--- src/rtl/apb_arb_pkg.sv ---
// Shared types and command encodings for the round-robin APB arbiter.
package apb_arb_pkg;

  typedef enum logic [1:0] {
    IDLE   = 2'd0,
    SETUP  = 2'd1,
    ACCESS = 2'd2
  } state_t;

  localparam logic [1:0] CMD_IDLE = 2'b00;
  localparam logic [1:0] CMD_RD   = 2'b01;
  localparam logic [1:0] CMD_WR   = 2'b10;

  // 2'b11 is reserved and behaves like CMD_IDLE
  function automatic logic cmd_valid(input logic [1:0] cmd);
    return (cmd == CMD_RD) || (cmd == CMD_WR);
  endfunction

endpackage

--- src/rtl/apb_rr_arbiter_rr_pick.sv ---
// Combinational round-robin selector: first valid requester after 'last', wrapping.
module rr_pick #(
  parameter int NUM_REQ = 4,
  parameter int IDX_W   = (NUM_REQ > 1) ? $clog2(NUM_REQ) : 1
) (
  input  logic [NUM_REQ-1:0] valid,
  input  logic [IDX_W-1:0]   last,
  output logic [NUM_REQ-1:0] grant_oh,
  output logic [IDX_W-1:0]   grant_idx,
  output logic               any_valid
);

  int               pos;
  logic [IDX_W-1:0] pidx;

  always_comb begin
    grant_oh  = '0;
    grant_idx = '0;
    any_valid = 1'b0;
    pos       = 0;
    pidx      = '0;
    for (int i = 1; i <= NUM_REQ; i++) begin
      pos = int'(last) + i;
      if (pos >= NUM_REQ) pos = pos - NUM_REQ;
      pidx = IDX_W'(pos);
      if (!any_valid && valid[pidx]) begin
        any_valid       = 1'b1;
        grant_idx       = pidx;
        grant_oh[pidx]  = 1'b1;
      end
    end
  end

endmodule

--- src/rtl/apb_rr_arbiter.sv ---
// Round-robin arbiter sharing one APB master among NUM_REQ command requesters.
// Optional ACCESS-phase timeout enabled by defining APB_TIMEOUT_EN.
module apb_rr_arbiter
  import apb_arb_pkg::*;
#(
  parameter int NUM_REQ        = 4,
  parameter int ADDR_W         = 32,
  parameter int DATA_W         = 32,
  parameter int TIMEOUT_CYCLES = 16
) (
  input  logic                            clk,
  input  logic                            reset,
  input  logic [NUM_REQ-1:0][1:0]         req_cmd_i,
  input  logic [NUM_REQ-1:0][ADDR_W-1:0]  req_addr_i,
  input  logic [NUM_REQ-1:0][DATA_W-1:0]  req_wdata_i,
  output logic [NUM_REQ-1:0]              req_done_o,
  output logic [DATA_W-1:0]               req_rdata_o,
  output logic                            req_err_o,
  output logic                            psel_o,
  output logic                            penable_o,
  output logic [ADDR_W-1:0]               paddr_o,
  output logic                            pwrite_o,
  output logic [DATA_W-1:0]               pwdata_o,
  input  logic                            pready_i,
  input  logic [DATA_W-1:0]               prdata_i
);

  localparam int IDX_W = (NUM_REQ > 1) ? $clog2(NUM_REQ) : 1;

  state_t               state, state_nxt;
  logic [IDX_W-1:0]     last;
  logic [NUM_REQ-1:0]   grant_oh;
  logic [NUM_REQ-1:0]   req_valid;
  logic [NUM_REQ-1:0]   pick_oh;
  logic [IDX_W-1:0]     pick_idx;
  logic                 pick_any;
  logic                 timeout_hit;
  logic                 complete;

  always_comb begin
    req_valid = '0;
    for (int i = 0; i < NUM_REQ; i++) req_valid[i] = cmd_valid(req_cmd_i[i]);
  end

  rr_pick #(.NUM_REQ(NUM_REQ), .IDX_W(IDX_W)) u_pick (
    .valid     (req_valid),
    .last      (last),
    .grant_oh  (pick_oh),
    .grant_idx (pick_idx),
    .any_valid (pick_any)
  );

`ifdef APB_TIMEOUT_EN
  localparam int CNT_W = $clog2(TIMEOUT_CYCLES + 1);
  logic [CNT_W-1:0] to_cnt;

  // Counts consecutive stalled ACCESS cycles of the current transfer
  always_ff @(posedge clk or posedge reset) begin
    if (reset)                            to_cnt <= '0;
    else if (state == SETUP)              to_cnt <= '0;
    else if (state == ACCESS && !pready_i) to_cnt <= to_cnt + 1'b1;
  end

  assign timeout_hit = (state == ACCESS) && !pready_i &&
                       (to_cnt == CNT_W'(TIMEOUT_CYCLES - 1));
`else
  assign timeout_hit = 1'b0;
`endif

  assign complete = (state == ACCESS) && (pready_i || timeout_hit);

  always_comb begin
    state_nxt = state;
    case (state)
      IDLE:    if (pick_any) state_nxt = SETUP;
      SETUP:   state_nxt = ACCESS;
      ACCESS:  if (complete) state_nxt = IDLE;
      default: state_nxt = IDLE;
    endcase
  end

  // Grant and payload are captured once, in the IDLE cycle that arbitrates
  always_ff @(posedge clk or posedge reset) begin
    if (reset) begin
      state    <= IDLE;
      last     <= IDX_W'(NUM_REQ - 1);
      grant_oh <= '0;
      paddr_o  <= '0;
      pwdata_o <= '0;
      pwrite_o <= 1'b0;
    end else begin
      state <= state_nxt;
      if (state == IDLE && pick_any) begin
        last     <= pick_idx;
        grant_oh <= pick_oh;
        paddr_o  <= req_addr_i[pick_idx];
        pwdata_o <= req_wdata_i[pick_idx];
        pwrite_o <= (req_cmd_i[pick_idx] == CMD_WR);
      end
    end
  end

  assign psel_o      = (state != IDLE);
  assign penable_o   = (state == ACCESS);
  assign req_done_o  = complete ? grant_oh : '0;
  assign req_err_o   = timeout_hit;
  assign req_rdata_o = prdata_i;

endmodule

--- config.mk ---
export PLATFORM = sky130hd
export DESIGN_NAME = apb_rr_arbiter
export DESIGN_NICKNAME = d
export VERILOG_FILES = /design/src/rtl/apb_arb_pkg.sv /design/src/rtl/apb_rr_arbiter_rr_pick.sv /design/src/rtl/apb_rr_arbiter.sv
export SDC_FILE = /design/constraint.sdc
export NUM_CORES = 1
export LEC_CHECK = 0
export BUFFER_PORTS_ARGS = -buffer_cell sky130_fd_sc_hd__buf_2
export CELL_PAD_IN_SITES_DETAIL_PLACEMENT = 1
export CELL_PAD_IN_SITES_GLOBAL_PLACEMENT = 1
export CORE_AREA = 5 5 152 154
export CTS_BUF_LIST = sky130_fd_sc_hd__clkbuf_4
export CTS_CLUSTER_DIAMETER = 120
export DETAILED_ROUTE_END_ITERATION = 16
export DIE_AREA = 0 0 157 159
export PLACE_DENSITY = 0.75
export SYNTH_ARGS = -nofsm -noshare
export SYNTH_HDL_FRONTEND = slang
export SYNTH_HIERARCHICAL = 1
export SYNTH_SLANG_ARGS = --single-unit
--- constraint.sdc ---
create_clock -name clk -period 8.5 [get_ports clk]
set_input_delay 0.425 -clock clk [delete_from_list [all_inputs] [get_ports clk]]
set_output_delay 0.425 -clock clk [all_outputs]
set_load 0.005 [all_outputs]
==> results.toml <==
[status]
status = "finished, final reports clean"

[route]
drc = 0
viasPerCell = 4.778
first_iter_violations = 172
ant_nets = 0
drtPass1Iterations = 4
routed_wirelength_um = 19720
num_vias = 4458
routedWlPerCell_um = 21.13

[die]
core.rowCount = 54
die_y_um = 159
core-area_um2 = 21550
die_width_um = 157
dieArea_um2 = 24960
initial_core_util = 0.2401
ios = 403

[clock_tree]
tritoncts = "done"
h-tree-depth = 3
numCtsBuffers = 9
cts_resized = 0
numClockSinks = 73
clk_path_buf_depth = 2
cts.clk_slew.worst_paths_ns = 0.12
clk_latency_ns = 0.44
root_buffer = "clkbuf_4"
post_cts_buffers = 0
ctsHoldBuffers = 0

[synthesis]
synth_top_area_cell = "dfrtp_1"
synth_edf_count = 0
synth_area_um2 = 5175
synth_top_area_share = 0.3433
yosysSeqAreaShare = 0.3535
synth_common_cells = "dfrtp_1, mux4_2, mux2_2"
synth_cell_types = 48
synthCells = 355
synth.most_common_cell = "dfrtp_1"
synthFlopType = "dfrtp_1"
synthArstFlopShare = 1.000
synth_nets = 662
netlist_top_cells_area = "dfrtp_1, mux4_2, mux2_2"
syn_avg_cell_area_um2 = 14.58
synth-seq-cells = 73
synth-warning-count = 6

[critical_path]
critPathSlowestCell = "buf_4"
crit_end = "pwdata_o[10]"
r2r_cells = 8
worstPathArrival_ns = 4.64
path_cells = "mux4_2 -> a21oi_2 -> nor3_1 -> nor2_2 -> o31a_2 -> buf_4 -> mux4_2 -> mux2_4"
cp-startpoint = "last[0]"
timing.rr.end = "pwdata_o[10]"
path_class = "flop to flop"
ff2ff_setup_slack_ns = 4.16
slowest_delay_ns = 0.91
critPathRequiredTime_ns = 8.81
critPathCaptureType = "flop"
crit_top_cell = "mux4_2"
startpoint_type = "flop"
path_buf_inv = 1
reg2reg_from = "last[0]"
crit_family = "multiplexers"
path_depth = 8
crit_path_max_fanout = 53

[placed_design]
io_buffers = 337
dp_cells = 916
dp_hpwl_um = 15600
globalplace.congestion = 0.8446

[timing]
rsz0062_at_grt = "false"
slew_viol_final = 0
relSlewSlack = 0.3165
final_hold_viol_count = 0
setup_viol = 0
period_share = 0.5104
worst_slew_pin_slew_ns = 1.025
fin_crit_ns = 4.339
finalClockSkew_ns = 0.03376
fin_tns_setup_ns = 0
max_clock_freq_mhz = 230.5

[finish]
areaGrowthSynthToFinish_pct = 34.91
drive_gt1_frac = 0.7745
fin_cells = 933
fill_cells = 2478
final_nets = 954

[pwr]
power_switching_mw = 1.069
combPwrFrac = 0.670
seqPwrFrac = 0.236
irDropWorstVdd_mv = 0.2017
power_mw = 2.804
p_per_area_nw_per_um2 = 401.7
intPower_mw = 1.736
cellLeakagePower_nw = 3.292
swShare = 0.3811
pwr-share-clk = 0.094

[grt]
first_global_vias = 4981
antenna_found_initial = 3
grt_usage = 0.1537
overflow = 0
grt_start_max_net_pins = 68
grt_pass1_wl_um = 29390

[hold_path]
hold_path.class = "primary input to async pin"

[flow_run]
drv_cap = 0
[metrics by stage]
| step | setup WS (ns) | hold WS (ns) | util | area (um2) |
|---|---|---|---|---|
| after detailed placement | 3.784 | 0.4905 | 0.3166 | 6823 |
| after global placement | 3.876 | 0.4855 | 0.3166 | 6823 |
| after CTS | 4.042 | 0.02371 | 0.3238 | 6979 |
| after floorplan | 5.521 | 0.4534 | - | 5175 |
| final | 4.161 | 0.03958 | 0.3239 | 6982 |
| after global routing | 3.765 | 0.03497 | 0.3239 | 6982 |
[power by group through the flow]
stage	Combinational, mW	Clock (mW)	Sequential, mW
5_1_grt	2.06	0.294	0.687
3_3_place_gp	1.87	0	0.668
6_report	1.88	0.264	0.661
4_1_cts	1.93	0.281	0.665
3_5_place_dp	1.92	0	0.673
2_1_floorplan	1.48	0	0.654
[cell type report]
| type | instances | area [um2] | share of cell area |
|---|---|---|---|
| clock buffers | 10 | 75.07 | 0.01075 |
| multi-input cells | 214 | 2895 | 0.4147 |
| inverters | 8 | 31.28 | 0.004480 |
| repair buffers | 341 | 1717 | 0.2459 |
| diodes | 1 | 2.502 | 0.0003584 |
| well taps | 280 | 350.3 | 0.05018 |
| flip-flops and latches | 73 | 1829 | 0.2620 |
| clock inverters | 6 | 81.33 | 0.01165 |
[sequential cells by signal, indices dropped and copies added (netlist names)]
| register | count |
|---|---|
| last | 2 |
| pwrite_o | 1 |
| grant_oh | 4 |
| state | 2 |
| paddr_o | 32 |
| pwdata_o | 32 |
[cells in the final DEF (no fill, tap or decap), types with 2 or more instances in the layout]
cell | netlist | final
inv_1 | 7 | 6
clkinv_1 | 0 | 2
mux4_2 | 65 | 65
buf_4 | 34 | 4
clkinv_2 | 0 | 2
nand2b_1 | 2 | 2
dfstp_2 | 2 | 2
o21ai_0 | 3 | 3
and3_1 | 4 | 4
ha_1 | 8 | 8
a21boi_0 | 2 | 2
nor2b_1 | 3 | 3
mux2i_1 | 2 | 2
o21ai_1 | 5 | 5
mux2_4 | 10 | 10
xor2_1 | 4 | 4
a21oi_1 | 2 | 2
bufinv_16 | 0 | 2
a221o_1 | 4 | 4
nand2_1 | 12 | 12
nor2_1 | 5 | 5
dfrtp_1 | 71 | 71
buf_2 | 16 | 337
clkbuf_4 | 0 | 10
mux2_2 | 60 | 60
[worst min path at each step]
| stage | from | end | depth (start not counted) |
|---|---|---|---|
| 2_1_floorplan | state[1] | state[1] | 1 |
| 3_3_place_gp | pwdata_o[2] | pwdata_o[2] | 1 |
| 3_5_place_dp | pwdata_o[26] | pwdata_o[26] | 1 |
| 5_1_grt | reset | pwdata_o[7] | 2 |
| 6_report | reset | pwdata_o[5] | 2 |
| 4_1_cts | reset | pwdata_o[7] | 2 |
[layer usage]
| layer | track usage | wire length (um) | up-vias |
|---|---|---|---|
| met1 | 0.1698 | 6987 | 2250 |
| met5 | 0 | 21 | - |
| met4 | 0.04339 | 407 | 4 |
| met3 | 0.04811 | 2000 | 31 |
| met2 | 0.2808 | 10300 | 242 |
| li1 | - | - | 1931 |
[cells by family (layout without fill, tap and decap cells)]
group	Yosys count	count (layout)	share of synthesized area
buf+inv	68	365	0.08994
fa+ha+maj	8	8	0.01934
simple gates	35	35	0.03482
other cells	1	2	0.0007246
compound gates	28	28	0.04425
xor+xnor	4	4	0.006769
flops	73	73	0.3535
mux	138	138	0.4507
Power figures use the tool's default switching activity.
